==> src/rtl/vga_timing_if.sv <==
// Raster timing bundle: run/freeze control into the generator, sync/coordinate/strobe outputs back out.
interface vga_timing_if #(
  parameter int CW = 10
);
  logic          i_enable;
  logic          o_pix_ce;
  logic          o_hsync;
  logic          o_vsync;
  logic [CW-1:0] o_x;
  logic [CW-1:0] o_y;
  logic          o_drawing;
  logic          o_line_start;
  logic          o_frame_start;

  modport master (
    input  i_enable,
    output o_pix_ce, o_hsync, o_vsync, o_x, o_y, o_drawing, o_line_start, o_frame_start
  );

  modport slave (
    output i_enable,
    input  o_pix_ce, o_hsync, o_vsync, o_x, o_y, o_drawing, o_line_start, o_frame_start
  );
endinterface

==> src/rtl/vga_timing_gen.sv <==
// Parametrised raster timing generator: divided pixel enable, H/V counters and registered
// sync/active-area/strobe outputs that decode the counter values being loaded on the same edge.
module vga_timing_gen #(
  parameter int CLK_DIV  = 2,
  parameter int H_ACTIVE = 640,
  parameter int H_FP     = 16,
  parameter int H_SYNC   = 96,
  parameter int H_BP     = 48,
  parameter int V_ACTIVE = 480,
  parameter int V_FP     = 10,
  parameter int V_SYNC   = 2,
  parameter int V_BP     = 33,
  parameter bit HS_POL   = 1'b0,
  parameter bit VS_POL   = 1'b0,
  parameter int CW       = 10
) (
  input  logic          i_clk,
  input  logic          i_reset,
  vga_timing_if.master  bus
);

  localparam int H_TOTAL  = H_ACTIVE + H_FP + H_SYNC + H_BP;
  localparam int V_TOTAL  = V_ACTIVE + V_FP + V_SYNC + V_BP;
  localparam int HS_START = H_ACTIVE + H_FP;
  localparam int HS_END   = HS_START + H_SYNC;
  localparam int VS_START = V_ACTIVE + V_FP;
  localparam int VS_END   = VS_START + V_SYNC;
  localparam int DIV_W    = (CLK_DIV > 1) ? $clog2(CLK_DIV) : 1;
  localparam logic [DIV_W-1:0] DIV_LAST = DIV_W'(CLK_DIV - 1);
  localparam logic [CW-1:0]    H_LAST   = CW'(H_TOTAL - 1);
  localparam logic [CW-1:0]    V_LAST   = CW'(V_TOTAL - 1);

  generate
    if (CLK_DIV < 1) begin : g_bad_div
      $error("vga_timing_gen: CLK_DIV must be >= 1");
    end
    if ((64'(H_TOTAL - 1) >= (64'd1 << CW)) || (64'(V_TOTAL - 1) >= (64'd1 << CW))) begin : g_bad_cw
      $error("vga_timing_gen: CW too narrow for H_TOTAL-1 or V_TOTAL-1");
    end
  endgenerate

  function automatic logic in_window(input logic [CW-1:0] c, input int lo, input int hi);
    return (int'(c) >= lo) && (int'(c) < hi);
  endfunction

  logic [DIV_W-1:0] r_div;
  logic [CW-1:0]    r_h;
  logic [CW-1:0]    r_v;

  logic             r_pix_ce_p1;
  logic             r_hsync_p1;
  logic             r_vsync_p1;
  logic [CW-1:0]    r_x_p1;
  logic [CW-1:0]    r_y_p1;
  logic             r_drawing_p1;
  logic             r_line_start_p1;
  logic             r_frame_start_p1;

  logic             w_pix_ce;
  logic             w_h_wrap;
  logic             w_v_wrap;
  logic [CW-1:0]    w_h_nxt;
  logic [CW-1:0]    w_v_nxt;
  logic             w_draw_nxt;

  // p0: divider tap and next counter position
  assign w_pix_ce   = bus.i_enable && (r_div == DIV_LAST);
  assign w_h_wrap   = (r_h == H_LAST);
  assign w_v_wrap   = (r_v == V_LAST);
  assign w_h_nxt    = w_h_wrap ? '0 : r_h + 1'b1;
  assign w_v_nxt    = w_h_wrap ? (w_v_wrap ? '0 : r_v + 1'b1) : r_v;
  assign w_draw_nxt = in_window(w_h_nxt, 0, H_ACTIVE) && in_window(w_v_nxt, 0, V_ACTIVE);

  always_ff @(posedge i_clk) begin
    if (i_reset) begin
      r_div <= '0;
      r_h   <= H_LAST;
      r_v   <= V_LAST;
    end else if (bus.i_enable) begin
      r_div <= (r_div == DIV_LAST) ? '0 : r_div + 1'b1;
      if (w_pix_ce) begin
        r_h <= w_h_nxt;
        r_v <= w_v_nxt;
      end
    end
  end

  // p1: outputs decode the position being loaded, so they line up with the counters
  always_ff @(posedge i_clk) begin
    if (i_reset) begin
      r_pix_ce_p1      <= 1'b0;
      r_hsync_p1       <= ~HS_POL;
      r_vsync_p1       <= ~VS_POL;
      r_x_p1           <= '0;
      r_y_p1           <= '0;
      r_drawing_p1     <= 1'b0;
      r_line_start_p1  <= 1'b0;
      r_frame_start_p1 <= 1'b0;
    end else begin
      r_pix_ce_p1      <= w_pix_ce;
      r_line_start_p1  <= w_pix_ce && w_h_wrap;
      r_frame_start_p1 <= w_pix_ce && w_h_wrap && w_v_wrap;
      if (w_pix_ce) begin
        r_hsync_p1   <= in_window(w_h_nxt, HS_START, HS_END) ? HS_POL : ~HS_POL;
        r_vsync_p1   <= in_window(w_v_nxt, VS_START, VS_END) ? VS_POL : ~VS_POL;
        r_drawing_p1 <= w_draw_nxt;
        r_x_p1       <= w_draw_nxt ? w_h_nxt : '0;
        r_y_p1       <= w_draw_nxt ? w_v_nxt : '0;
      end
    end
  end

  assign bus.o_pix_ce      = r_pix_ce_p1;
  assign bus.o_hsync       = r_hsync_p1;
  assign bus.o_vsync       = r_vsync_p1;
  assign bus.o_x           = r_x_p1;
  assign bus.o_y           = r_y_p1;
  assign bus.o_drawing     = r_drawing_p1;
  assign bus.o_line_start  = r_line_start_p1;
  assign bus.o_frame_start = r_frame_start_p1;

endmodule

==> src/flat_wrapper.sv <==
// flat-port wrapper written by rule: the top's interface ports become plain ports
module vga_timing_gen_flat 
#(
  parameter int CLK_DIV  = 2,
  parameter int H_ACTIVE = 640,
  parameter int H_FP     = 16,
  parameter int H_SYNC   = 96,
  parameter int H_BP     = 48,
  parameter int V_ACTIVE = 480,
  parameter int V_FP     = 10,
  parameter int V_SYNC   = 2,
  parameter int V_BP     = 33,
  parameter bit HS_POL   = 1'b0,
  parameter bit VS_POL   = 1'b0,
  parameter int CW       = 10
)
  (i_clk, i_reset, bus_i_enable, bus_o_pix_ce, bus_o_hsync, bus_o_vsync, bus_o_x, bus_o_y, bus_o_drawing, bus_o_line_start, bus_o_frame_start);
  vga_timing_if #(.CW(CW)) bus_i ();
  input  logic i_clk;
  input  logic i_reset;
  input wire logic [$bits(bus_i.i_enable)-1:0] bus_i_enable;
  output wire logic [$bits(bus_i.o_pix_ce)-1:0] bus_o_pix_ce;
  output wire logic [$bits(bus_i.o_hsync)-1:0] bus_o_hsync;
  output wire logic [$bits(bus_i.o_vsync)-1:0] bus_o_vsync;
  output wire logic [$bits(bus_i.o_x)-1:0] bus_o_x;
  output wire logic [$bits(bus_i.o_y)-1:0] bus_o_y;
  output wire logic [$bits(bus_i.o_drawing)-1:0] bus_o_drawing;
  output wire logic [$bits(bus_i.o_line_start)-1:0] bus_o_line_start;
  output wire logic [$bits(bus_i.o_frame_start)-1:0] bus_o_frame_start;
  assign bus_i.i_enable = bus_i_enable;
  assign bus_o_pix_ce = bus_i.o_pix_ce;
  assign bus_o_hsync = bus_i.o_hsync;
  assign bus_o_vsync = bus_i.o_vsync;
  assign bus_o_x = bus_i.o_x;
  assign bus_o_y = bus_i.o_y;
  assign bus_o_drawing = bus_i.o_drawing;
  assign bus_o_line_start = bus_i.o_line_start;
  assign bus_o_frame_start = bus_i.o_frame_start;
  vga_timing_gen #(.CLK_DIV(CLK_DIV), .H_ACTIVE(H_ACTIVE), .H_FP(H_FP), .H_SYNC(H_SYNC), .H_BP(H_BP), .V_ACTIVE(V_ACTIVE), .V_FP(V_FP), .V_SYNC(V_SYNC), .V_BP(V_BP), .HS_POL(HS_POL), .VS_POL(VS_POL), .CW(CW)) u_core (.i_clk(i_clk), .i_reset(i_reset), .bus(bus_i));
endmodule
==> config.mk <==
export PLATFORM = sky130hd
export DESIGN_NAME = vga_timing_gen_flat
export DESIGN_NICKNAME = d
export VERILOG_FILES = /design/src/rtl/vga_timing_if.sv /design/src/rtl/vga_timing_gen.sv /design/src/flat_wrapper.sv
export SDC_FILE = /design/constraint.sdc
export NUM_CORES = 1
export LEC_CHECK = 0
export CAP_MARGIN = 20
export CORE_AREA = 2 2 76 78
export DETAILED_ROUTE_END_ITERATION = 8
export DIE_AREA = 0 0 78 80
export PLACE_DENSITY_LB_ADDON = 0.12
export SYNTH_ARGS = -nofsm -noshare
export SYNTH_HDL_FRONTEND = slang
export SYNTH_SLANG_ARGS = --single-unit
==> constraint.sdc <==
create_clock -name i_clk -period 3.5 [get_ports i_clk]
set_clock_uncertainty 0.15 [all_clocks]
set_input_delay 0.35 -clock i_clk [delete_from_list [all_inputs] [get_ports i_clk]]
set_output_delay 0.35 -clock i_clk [all_outputs]
set_load 0.05 [all_outputs]
Word level (Yosys, flattened, before mapping) --
Index checks and enable logic that the tools add are counted.
Storage, ports and cells: register bits after elaboration 47
Operators by class: multiplexer cells 8, eq/ne operators 2, $lt $le $gt $ge 6, $add $sub $neg 3, reduce and logical (&&, ||, !) cells 7
Operator list (number):
- two-way mux 10 bit | 5
- adder 10 x 1 -> 10 bit (second input constant) | 2
- equality test 10 bit (second input constant) | 2
- < comparator 10 bit (second input constant) | 2
- < comparator 10 x 9 -> 1 bit (second input constant) | 2
- >= comparator 10 bit (second input constant) | 1
- >= comparator 10 x 9 -> 1 bit (second input constant) | 1
- logical AND 1 bit | 6
- two-way mux 1 bit | 3
- AND reduction 2 bit | 1
- adder 1 bit (second input constant) | 1

Depth between registers and ports, before layout --
Gate-level depths: netlist of the first run.
depth after elaboration 6, mapped depth 10, depth with buffers taken out 8

Worst setup path after synthesis of the first run --
No wires, ideal clock.
path kind register -> register, from register u_core.r_h[0], to register u_core.r_vsync_p1, in the netlist u_core.bus.o_vsync, slack 1.208 ns, required time 3.202 ns, cell stages (with the launch flop) 8, period minus slack after synthesis 2.292 ns, arrival time 1.994 ns, cell sequence dfxtp_1 -> ha_1 -> nand4_4 -> nor4_2 -> xor2_1 -> o2111ai_2 -> nor4b_1 -> a22oi_1
On the way: longest elaborated chain between the ends 5, elaborated cells on any way between the ends 6
RTL lines:
- start, declared | RTL line vga_timing_gen.sv:47 | logic [CW-1:0] r_h;
- start signal, assigned | RTL line vga_timing_gen.sv:82 | r_h <= w_h_nxt;
- equality test 10 bit * | RTL line vga_timing_gen.sv:68 | assign w_h_wrap = (r_h == H_LAST);
- two-way mux 10 bit * | RTL line vga_timing_gen.sv:71 | assign w_v_nxt = w_h_wrap ? (w_v_wrap ? '0 : r_v + 1'b1) : r_v;
- >= comparator 10 x 9 -> 1 bit or < comparator 10 x 9 -> 1 bit (tied branches) | RTL line vga_timing_gen.sv:43 | return (int'(c) >= lo) && (int'(c) < hi);
- logical AND 1 bit * | RTL line vga_timing_gen.sv:43
- two-way mux 1 bit * | RTL line vga_timing_gen.sv:105 | r_vsync_p1 <= in_window(w_v_nxt, VS_START, VS_END) ? VS_POL : ~VS_POL;
- end signal, assigned | RTL line vga_timing_gen.sv:93 | r_vsync_p1 <= ~VS_POL;
- end signal, assigned | RTL line vga_timing_gen.sv:105
- end, declared | RTL line vga_timing_gen.sv:52 | logic r_vsync_p1;
Mark *: on every way between the ends. The rest lies on a longest branch, timed or not. A chain may end at the register's enable or synchronous reset.

Worst setup path after layout of the first run --
from register u_core.r_h[0], to register u_core.r_x_p1[3], in the netlist u_core.bus.o_x[3]
On the way: longest elaborated chain between the ends 5, elaborated cells on any way between the ends 8
RTL lines:
- adder 10 x 1 -> 10 bit or equality test 10 bit (tied branches) | RTL line vga_timing_gen.sv:70, vga_timing_gen.sv:68
- two-way mux 10 bit, on equally long branches | RTL line vga_timing_gen.sv:70, vga_timing_gen.sv:71
- < comparator 10 bit or < comparator 10 x 9 -> 1 bit (tied branches) | RTL line vga_timing_gen.sv:43
- logical AND 1 bit | RTL line vga_timing_gen.sv:72 | assign w_draw_nxt = in_window(w_h_nxt, 0, H_ACTIVE) && in_window(w_v_nxt, 0, V_ACTIVE);
- two-way mux 10 bit * | RTL line vga_timing_gen.sv:107 | r_x_p1 <= w_draw_nxt ? w_h_nxt : '0;
- end signal, assigned | RTL line vga_timing_gen.sv:107
- end, declared | RTL line vga_timing_gen.sv:53 | logic [CW-1:0] r_x_p1;
Marked as above.

==> out/qor.yml, run 1 <==
timing:
  max_freq_ghz: 0.364
  postLayoutSetupSlackWorst_ns: 0.750
  timing.setup.tns_ns: 0
  tightestPinTransition_ns: 0.565
  slew_violations: 0
  setup-violations-final: 0
  fin_crit_ns: 2.75
  maxSlewHeadroom: 0.624
  post-route-period-util: 0.786
  hold_violations: 0
  rsz0062_at_grt: "no"
synth:
  synth_nets: 289
  synth_area_um2: 2390
  synthSimpleGateAreaFrac: 0.276
  synth-xor-area-share: 0.0658
  synthDistinctLibCells: 53
  async_flop_share: 0
  synth_top_family_by_area: "simple AND/OR/NAND/NOR gates"
  synth_edf_count: 0
  synth.area.mux_share: 0.00888
  syn_area_per_cell_um2: 8.46
  seq_area_frac_synth: 0.393
  yosysWarnings: 0
  netlist_instances: 283
  synth_compound_area_frac: 0.187
  yosys.area_share.adder: 0.0157
  synthFlopType: "dfxtp_1"
  ys_seq_elements: 47
routing:
  wire_per_inst_um: 14.9
  drtIter0Drc: 100
  vias: 2017
  drt_wl_total_um: 5620
  drcViolationCount: 0
  ant_nets: 0
  vias_per_cell: 5.36
  firstDrtPassIters: 5
floorplan:
  rows: 27
  start_util: 0.443
  dieWidth_um: 78
  ios: 29
  design.die.area_um2: 6240
  die_h_um: 80
  core_area_um2: 5410
clock_tree:
  clk_latency_ns: 0.31
  hold_buffers: 0
  cts_post_setup_buffers_inserted: 0
  cts_tree: "yes"
  cts_sinks: 47
  cts_resized: 0
  cts_root_buf: "clkbuf_8"
  clk_pin_slew_worst_paths_ns: 0.09
  ctsHtreeMaxLevel: 2
  cts_buffers: 5
  cts_buffer_depth: 2
final_layout:
  final_cell_mix: "47 x dfxtp_1, 43 x nand2_1, 28 x clkdlybuf4s50_1, 23 x nor2_1"
  final_common_cell: "dfxtp_1"
  drive_above_1_share: 0.105
  area_growth_pct: 16.8
  antenna_cells: 0
  fin_nets: 309
worst_setup_path:
  worst-path-max-fanout: 18
  cp_data_required_time_ns: 3.57
  crit_path_end_kind: "flop"
  arrival_ns: 2.82
  start_kind: "flop"
  crit_type: "flop to flop"
place:
  dp_hpwl_um: 4050
  place.gp.congestion: 0.905
  place_ws_ns: 0.776
  io_buffers: 28
min_path:
  min_path_type: "flop to flop"
flow_run:
  maxCapViolations: 0
pwr:
  power.density_nw_per_um2: 446
  worst_ir_drop_vdd_mv: 0.174
  leakagePower_nw: 1.03
global_route:
  grt_usage: 0.199
  grt_pass1_vias: 1921
  grt_pass1_wl_um: 9710
  grt_overflow: 0
  grt_max_degree: 23
  antenna_found_initial: 0
status:
  status: "finished clean"
[power breakdown]
group	switching, mW	internal (mW)
sequential	0.0264	0.554
clock	0.196	0.162
combinational	0.205	0.106
total	0.427	0.822
[layout make-up]
class / instances / area, um2
Clock inverter: 2 / 16.3
Multi-Input combinational cell: 208 / 1320
Timing Repair Buffer: 32 / 310
Inverter: 9 / 33.8
Tap cell: 72 / 90.1
Fill cell: 500 / 2610
Sequential cell: 47 / 941
Clock buffer: 6 / 82.6
[Yosys cell counts, types with 2 or more instances]
cell type | count | area (um2)
and3_1 | 4 | 25.0
nor4b_1 | 2 | 17.5
o21ai_1 | 2 | 10.0
inv_1 | 9 | 33.8
a31oi_1 | 5 | 31.3
and2_1 | 3 | 18.8
ha_1 | 3 | 37.5
and4_1 | 4 | 35.0
o211ai_1 | 5 | 37.5
a211oi_1 | 2 | 15.0
nand4bb_1 | 2 | 22.5
xor2_1 | 8 | 70.1
buf_1 | 2 | 7.51
dfxtp_1 | 47 | 941
clkbuf_1 | 9 | 33.8
a21oi_1 | 11 | 55.1
nand3_1 | 13 | 65.1
nor2_1 | 23 | 86.3
o31ai_1 | 6 | 45.0
buf_2 | 5 | 25.0
a211oi_2 | 2 | 25.0
o21ai_0 | 13 | 65.1
nor3_1 | 10 | 50.1
nand4_4 | 2 | 42.5
o21ai_2 | 7 | 61.3
xnor2_1 | 10 | 87.6
nand4_1 | 3 | 18.8
nor4_1 | 2 | 12.5
or3_1 | 2 | 12.5
nand2_1 | 43 | 161
buf_6 | 2 | 22.5
[critical path, cell delays in order, from the launching register on]
cell       delay, ns
dfxtp_1         0.43
ha_1            0.36
and4_1          0.35
and4_1          0.27
a21oi_1         0.11
o2111ai_2       0.33
nand4_4         0.33
o31ai_1         0.33
[final timing paths]
| kind | startpoint | endpoint | slack [ns] | cells after the start |
|---|---|---|---|---|
| worst min-delay path | u_core.bus.o_drawing$_SDFFE_PP0P_ | u_core.bus.o_drawing$_SDFFE_PP0P_ | 0.30 | 2 |
| worst min register to register | u_core.bus.o_drawing$_SDFFE_PP0P_ | u_core.bus.o_drawing$_SDFFE_PP0P_ | 0.30 | 2 |
| worst max-delay path | u_core.r_h[0]$_SDFFE_PP1P_ | u_core.bus.o_x[3]$_SDFFE_PP0P_ | 0.75 | 7 |
| worst max register to register | u_core.r_h[0]$_SDFFE_PP1P_ | u_core.bus.o_x[3]$_SDFFE_PP0P_ | 0.75 | 7 |
[flip-flops by register name (all words and copies together) (netlist names), 10 cells and up]
name	cells
u_core.r_h	10
u_core.bus.o_x	10
u_core.bus.o_y	10
u_core.r_v	10
[per-layer routing]
layer  routed length, um  up-vias  GRT usage  part of all wire
li1                    -     1043          -                 -
met1                2790      911      0.273              0.50
met2                2420       57      0.317              0.43
met3                 332        6     0.0373             0.059
met4                  70        0     0.0614             0.012
met5                   0        -          0                 0
[metrics by stage]
step,power (mW),std cells,util,hold slack (ns),cell area [um2]
2_1_floorplan,0.825,283,-,0.334,2390
3_3_place_gp,0.902,368,0.499,0.282,2700
3_5_place_dp,0.902,368,0.499,0.290,2700
4_1_cts,1.26,376,0.518,0.304,2800
5_1_grt,1.32,376,0.518,0.321,2800
6_report,1.25,376,0.518,0.298,2800
[logic make-up (layout without fill, tap and decap cells)]
| family | Yosys count | in the layout |
|---|---|---|
| simple gates | 121 | 121 |
| compound gates | 64 | 64 |
| flops | 47 | 47 |
| buf+inv | 28 | 49 |
| xor+xnor | 18 | 18 |
| fa+ha+maj | 3 | 3 |
| mux | 2 | 2 |
No activity file was read; power rests on OpenSTA's default activity.
==> run 2, diff against run 1 <==
==> constraint.sdc (replaced) <==
create_clock -name i_clk -period 2.6 [get_ports i_clk]
set_clock_uncertainty 0.15 [all_clocks]
set_input_delay 0.26 -clock i_clk [delete_from_list [all_inputs] [get_ports i_clk]]
set_output_delay 0.26 -clock i_clk [all_outputs]
set_load 0.05 [all_outputs]
==> out/qor.yml, run 2 (synthesis results as in run 1) <==
status:
  status: "finished clean"
min_path:
  min_path_type: "flop to flop"
final_layout:
  nFillCells: 517  # +3.4%
  multi_input_area_um2: 1360  # +2.6%
  drive_above_1_share: 0.166  # +0.0609
  fin_area_um2: 2990  # +6.7%
  layoutNonFillerInstCount: 397  # +5.6%
  final-seq-area_um2: 941  # unchanged
  final_cell_mix: "47 x dfxtp_1, 43 x nand2_1, 28 x clkdlybuf4s50_1, 26 x buf_4, 23 x nor2_1"
  final_common_cell: "dfxtp_1"
  fin_nets: 331  # +7.1%
  antenna_cells: 0  # unchanged
  area_growth_pct: 24.7
clock_tree:
  hold_buffers: 0  # unchanged
  ctsHtreeMaxLevel: 2  # unchanged
  cts_buffers: 5  # unchanged
  clk_latency_ns: 0.31  # about the same
  cts_buffer_depth: 2  # unchanged
  cts_sinks: 47  # unchanged
  cts_root_buf: "clkbuf_8"
  clk_pin_slew_worst_paths_ns: 0.07  # -0.02 ns
  cts_tree: "yes"
routing:
  drt_wl_total_um: 5850  # +4.1%
  ant_nets: 0  # unchanged
  drcViolationCount: 0  # unchanged
  wire_per_inst_um: 14.7  # -1.4%
  vias_per_cell: 5.44  # +1.5%
  firstDrtPassIters: 4  # -1
  drtIter0Drc: 86  # -14%
  vias: 2161  # +7.1%
timing:
  setup-violations-final: 0  # unchanged
  hold_violations: 0  # unchanged
  post-route-period-util: 0.928  # +0.143
  timing.setup.tns_ns: 0  # unchanged
  max_freq_ghz: 0.414  # +14%
  rsz0062_at_grt: "no"
  slew_violations: 0  # unchanged
  holdWs_ns: 0.294  # -0.00425 ns
  fin_crit_ns: 2.41  # -0.336 ns
  maxSlewHeadroom: 0.668  # +0.0445
  tightestPinTransition_ns: 0.496  # -0.0683 ns
floorplan:
  ios: 29  # unchanged
  core_area_um2: 5410  # unchanged
  design.die.area_um2: 6240  # unchanged
  dieWidth_um: 78  # unchanged
  rows: 27  # unchanged
  start_util: 0.443  # unchanged
  die_h_um: 80  # unchanged
worst_setup_path:
  crit_type: "flop to flop"
  arrival_ns: 2.50  # -0.32 ns
  crit_path_end_kind: "flop"
  start_kind: "flop"
  cp_data_required_time_ns: 2.69  # -0.88 ns
  worst-path-max-fanout: 12  # -6
place:
  post-place-cells: 387  # +5.2%
  io_buffers: 28  # unchanged
  post_dp_cell_area_um2: 2840  # +5.3%
  place.gp.congestion: 0.907  # +0.21%
  dp_hpwl_um: 4390  # +8.5%
global_route:
  grt_max_degree: 23  # unchanged
  antenna_found_initial: 0  # unchanged
  grt_pass1_wl_um: 9870  # +1.6%
  grt_usage: 0.203  # +0.00438
  grt_overflow: 0  # unchanged
  grt_pass1_vias: 1976  # +2.9%
pwr:
  power.density_nw_per_um2: 580  # +30%
  power_mw: 1.73  # +39%
  leakagePower_nw: 1.14  # +11%
  worst_ir_drop_vdd_mv: 0.338  # +94%
flow_run:
  maxCapViolations: 0  # unchanged
[run 2: stage by stage]
stage / setup slack, ns / utilization
floorplan: 0.308 / -
global placement: 0.163 / 0.526
detailed placement: 0.0525 / 0.526
CTS: 0.0511 / 0.542
global route: 0.0320 / 0.552
finish: 0.187 / 0.552
[run 2: area by class of cell]
cell class,count,area share
clock buffer,6,0.0277
clock inverter,1,0.00168
inverter,9,0.0113
multi-input combinational,208,0.455
sequential,47,0.315
tap,72,0.0302
timing repair buffer,54,0.159
[run 2: worst max-delay path: stages (launching register included)]
cell and delay, ns:
dfxtp_1 0.43, ha_2 0.27, and4_1 0.22, and4_1 0.24, a21oi_1 0.12, o2111ai_2 0.32
nand4_4 0.24, buf_4 0.24, o21ai_2 0.12
[run 2: worst paths after layout]
kind / startpoint / slack [ns] / to / cells after the start
max: u_core.r_h[0]$_SDFFE_PP1P_ / 0.19 / u_core.bus.o_x[6]$_SDFFE_PP0P_ / 8
min: u_core.bus.o_drawing$_SDFFE_PP0P_ / 0.29 / u_core.bus.o_drawing$_SDFFE_PP0P_ / 2
max reg2reg: u_core.r_h[0]$_SDFFE_PP1P_ / 0.19 / u_core.bus.o_x[6]$_SDFFE_PP0P_ / 8
min reg2reg: u_core.bus.o_drawing$_SDFFE_PP0P_ / 0.29 / u_core.bus.o_drawing$_SDFFE_PP0P_ / 2
[run 2: repair_timing]
action                                  CTS  global route
hold endpoints to repair                  0             0
resized for setup                         0             5
endpoints found under the setup margin    0             9
buffers inserted                          0             3
[run 2: power breakdown]
| group | leakage [nW] | total, mW | switching [mW] | internal, mW |
|---|---|---|---|---|
| registers | 0.381 | 0.779 | 0.0333 | 0.745 |
| logic | 0.712 | 0.509 | 0.305 | 0.205 |
| clock network | 0.0470 | 0.442 | 0.233 | 0.209 |
| total | 1.14 | 1.73 | 0.571 | 1.16 |
[run 2: per-layer routing]
metal / vias up / track usage / share of wire
met2: 76 / 0.299 / 0.43
met5: - / 0 / 0
li1: 1085 / - / -
met3: 11 / 0.0509 / 0.073
met1: 989 / 0.287 / 0.48
met4: 0 / 0.0737 / 0.020
==> run 3, diff against run 2 <==
--- a/config.mk
+++ b/config.mk
@@ -9,7 +9,7 @@
 export CORE_AREA = 2 2 76 78
 export DETAILED_ROUTE_END_ITERATION = 8
 export DIE_AREA = 0 0 78 80
-export PLACE_DENSITY_LB_ADDON = 0.12
+export PLACE_DENSITY = 0.62
 export SYNTH_ARGS = -nofsm -noshare
 export SYNTH_HDL_FRONTEND = slang
 export SYNTH_SLANG_ARGS = --single-unit
==> out/qor.yml, run 3 (synthesis results as in run 1) <==
floorplan:
  core_area_um2: 5410  # unchanged
  design.die.area_um2: 6240  # unchanged
  dieWidth_um: 78  # unchanged
  ios: 29  # unchanged
  rows: 27  # unchanged
  start_util: 0.443  # unchanged
  die_h_um: 80  # unchanged
place:
  dp_hpwl_um: 4300  # -2.1%
  io_buffers: 28  # unchanged
  place.gp.congestion: 0.930  # +2.5%
  place_ws_ns: 0.0438  # -0.00868 ns
status:
  status: "finished clean"
min_path:
  min_path_cells: 2  # unchanged
  min_path_type: "flop to flop"
clock_tree:
  clk_latency_ns: 0.30  # about the same
  cts_buffer_depth: 2  # unchanged
  cts_sinks: 47  # unchanged
  cts_root_buf: "clkbuf_8"
  clk_pin_slew_worst_paths_ns: 0.09  # +0.02 ns
  cts_buffers: 5  # unchanged
  ctsHtreeMaxLevel: 2  # unchanged
  cts_tree: "yes"
timing:
  tightestPinTransition_ns: 0.501  # +0.00480 ns
  rsz0062_at_grt: "yes"
  max_freq_ghz: 0.412  # -0.46%
  postLayoutSetupSlackWorst_ns: 0.176  # -0.0112 ns
  post-route-period-util: 0.932  # +0.00431
  timing.setup.tns_ns: 0  # unchanged
  setup-violations-final: 0  # unchanged
  slew_violations: 0  # unchanged
  hold_violations: 0  # unchanged
  fin_crit_ns: 2.42  # +0.0112 ns
  maxSlewHeadroom: 0.665  # -0.00321
global_route:
  grt_overflow: 0  # unchanged
  grt_pass1_vias: 1943  # -1.7%
  grt_usage: 0.204  # +0.000339
  grt_max_degree: 23  # unchanged
  antenna_found_initial: 0  # unchanged
  grt_pass1_wl_um: 9980  # +1.2%
routing:
  wire_per_inst_um: 14.9  # +0.81%
  vias_per_cell: 5.51  # +1.3%
  drcViolationCount: 0  # unchanged
  drt_wl_total_um: 5940  # +1.6%
  ant_nets: 0  # unchanged
  firstDrtPassIters: 4  # unchanged
  vias: 2205  # +2.0%
  drtIter0Drc: 126  # +47%
worst_setup_path:
  cp_top_family: "simple AND/OR/NAND/NOR gates"
  cp_slowest_cell: "nor4_4"
  arrival_ns: 2.47  # -0.03 ns
  crit_path_end_kind: "flop"
  cp_data_required_time_ns: 2.65  # -0.04 ns
  critPathBufInv: 1  # unchanged
  worst-path-max-fanout: 16  # +4
  crit_cells: 8  # unchanged
  crit_path_cell_trace: "ha_2 -> nand4_4 -> nor4_4 -> xor2_1 -> o2111ai_2 -> nand4_4 -> buf_4 -> o21ai_2"
  start_kind: "flop"
  slowest_delay_ns: 0.41  # -0.02 ns
  crit_type: "flop to flop"
  reg2regPathDepth: 8  # unchanged
  crit_top_cell: "nand4_4"
final_layout:
  drive_above_1_share: 0.177  # +0.0107
  final_cell_mix: "47 x dfxtp_1, 43 x nand2_1, 28 x clkdlybuf4s50_1, 28 x buf_4, 23 x nor2_1"
  multi_input_area_um2: 1340  # -1.2%
  fin_util: 0.560  # +0.00810
  fin_nets: 333  # +0.60%
  final-seq-area_um2: 941  # unchanged
  final_common_cell: "dfxtp_1"
  area_growth_pct: 26.5
  nFillCells: 510  # -1.4%
  antenna_cells: 0  # unchanged
pwr:
  leakagePower_nw: 1.16  # +1.4%
  worst_ir_drop_vdd_mv: 0.294  # -13%
  power.density_nw_per_um2: 630  # +8.7%
flow_run:
  maxCapViolations: 0  # unchanged
==> run 3: cell count changes in the layout (fill, tap and decap cells not counted), sizes merged <==
cell,delta
bufinv,+2
buf,+2
clkinv,-1
==> run 3: final cells by class <==
| type | count | share of cell area |
|---|---|---|
| Timing Repair Buffer | 56 | 0.162 |
| Multi-Input combinational cell | 208 | 0.443 |
| Clock inverter | 2 | 0.0198 |
| Sequential cell | 47 | 0.311 |
| Inverter | 9 | 0.0112 |
| Clock buffer | 6 | 0.0240 |
| Tap cell | 72 | 0.0297 |
==> run 3: metal layers <==
metal | vias to the layer above | part of all wire | global-route usage
met1 | 1025 | 0.49 | 0.293
met2 | 73 | 0.44 | 0.306
li1 | 1095 | - | -
met4 | 0 | 0.020 | 0.0772
met3 | 12 | 0.049 | 0.0317
met5 | - | 0 | 0
==> run 3: tightest hold or removal path, cell delays in order (launching register included) <==
cell	delay, ns
dfxtp_1	0.32
nand2_1	0.05
nand2_1	0.04
==> run 3: worst paths after layout <==
path                                                     endpoint  slack (ns)                              start
worst max register to register     u_core.bus.o_x[4]$_SDFFE_PP0P_        0.18         u_core.r_h[1]$_SDFFE_PP1P_
worst min-delay path            u_core.bus.o_drawing$_SDFFE_PP0P_        0.30  u_core.bus.o_drawing$_SDFFE_PP0P_
worst min register to register  u_core.bus.o_drawing$_SDFFE_PP0P_        0.30  u_core.bus.o_drawing$_SDFFE_PP0P_
worst max-delay path               u_core.bus.o_x[4]$_SDFFE_PP0P_        0.18         u_core.r_h[1]$_SDFFE_PP1P_
==> run 3: metrics by stage <==
| stage | power, mW | hold WS, ns | instances | area (um2) |
|---|---|---|---|---|
| floorplan | 1.11 | 0.247 | 283 | 2390 |
| global placement | 1.26 | 0.286 | 384 | 2820 |
| detailed placement | 1.26 | 0.293 | 384 | 2820 |
| CTS | 1.90 | 0.306 | 392 | 2950 |
| global route | 2.00 | 0.327 | 400 | 3030 |
| finish | 1.91 | 0.302 | 400 | 3030 |
==> run 3: repair_timing <==
action,CTS,global route
hold buffers,0,0
setup buffers,0,8
setup endpoints to repair,0,9
resized for setup,0,4
==> run 3: power by group <==
| part | switching [mW] | total, mW | leakage [nW] | internal (mW) |
|---|---|---|---|---|
| Sequential | 0.0316 | 0.777 | 0.381 | 0.746 |
| Clock | 0.253 | 0.637 | 0.0654 | 0.384 |
| Combinational | 0.296 | 0.494 | 0.710 | 0.198 |
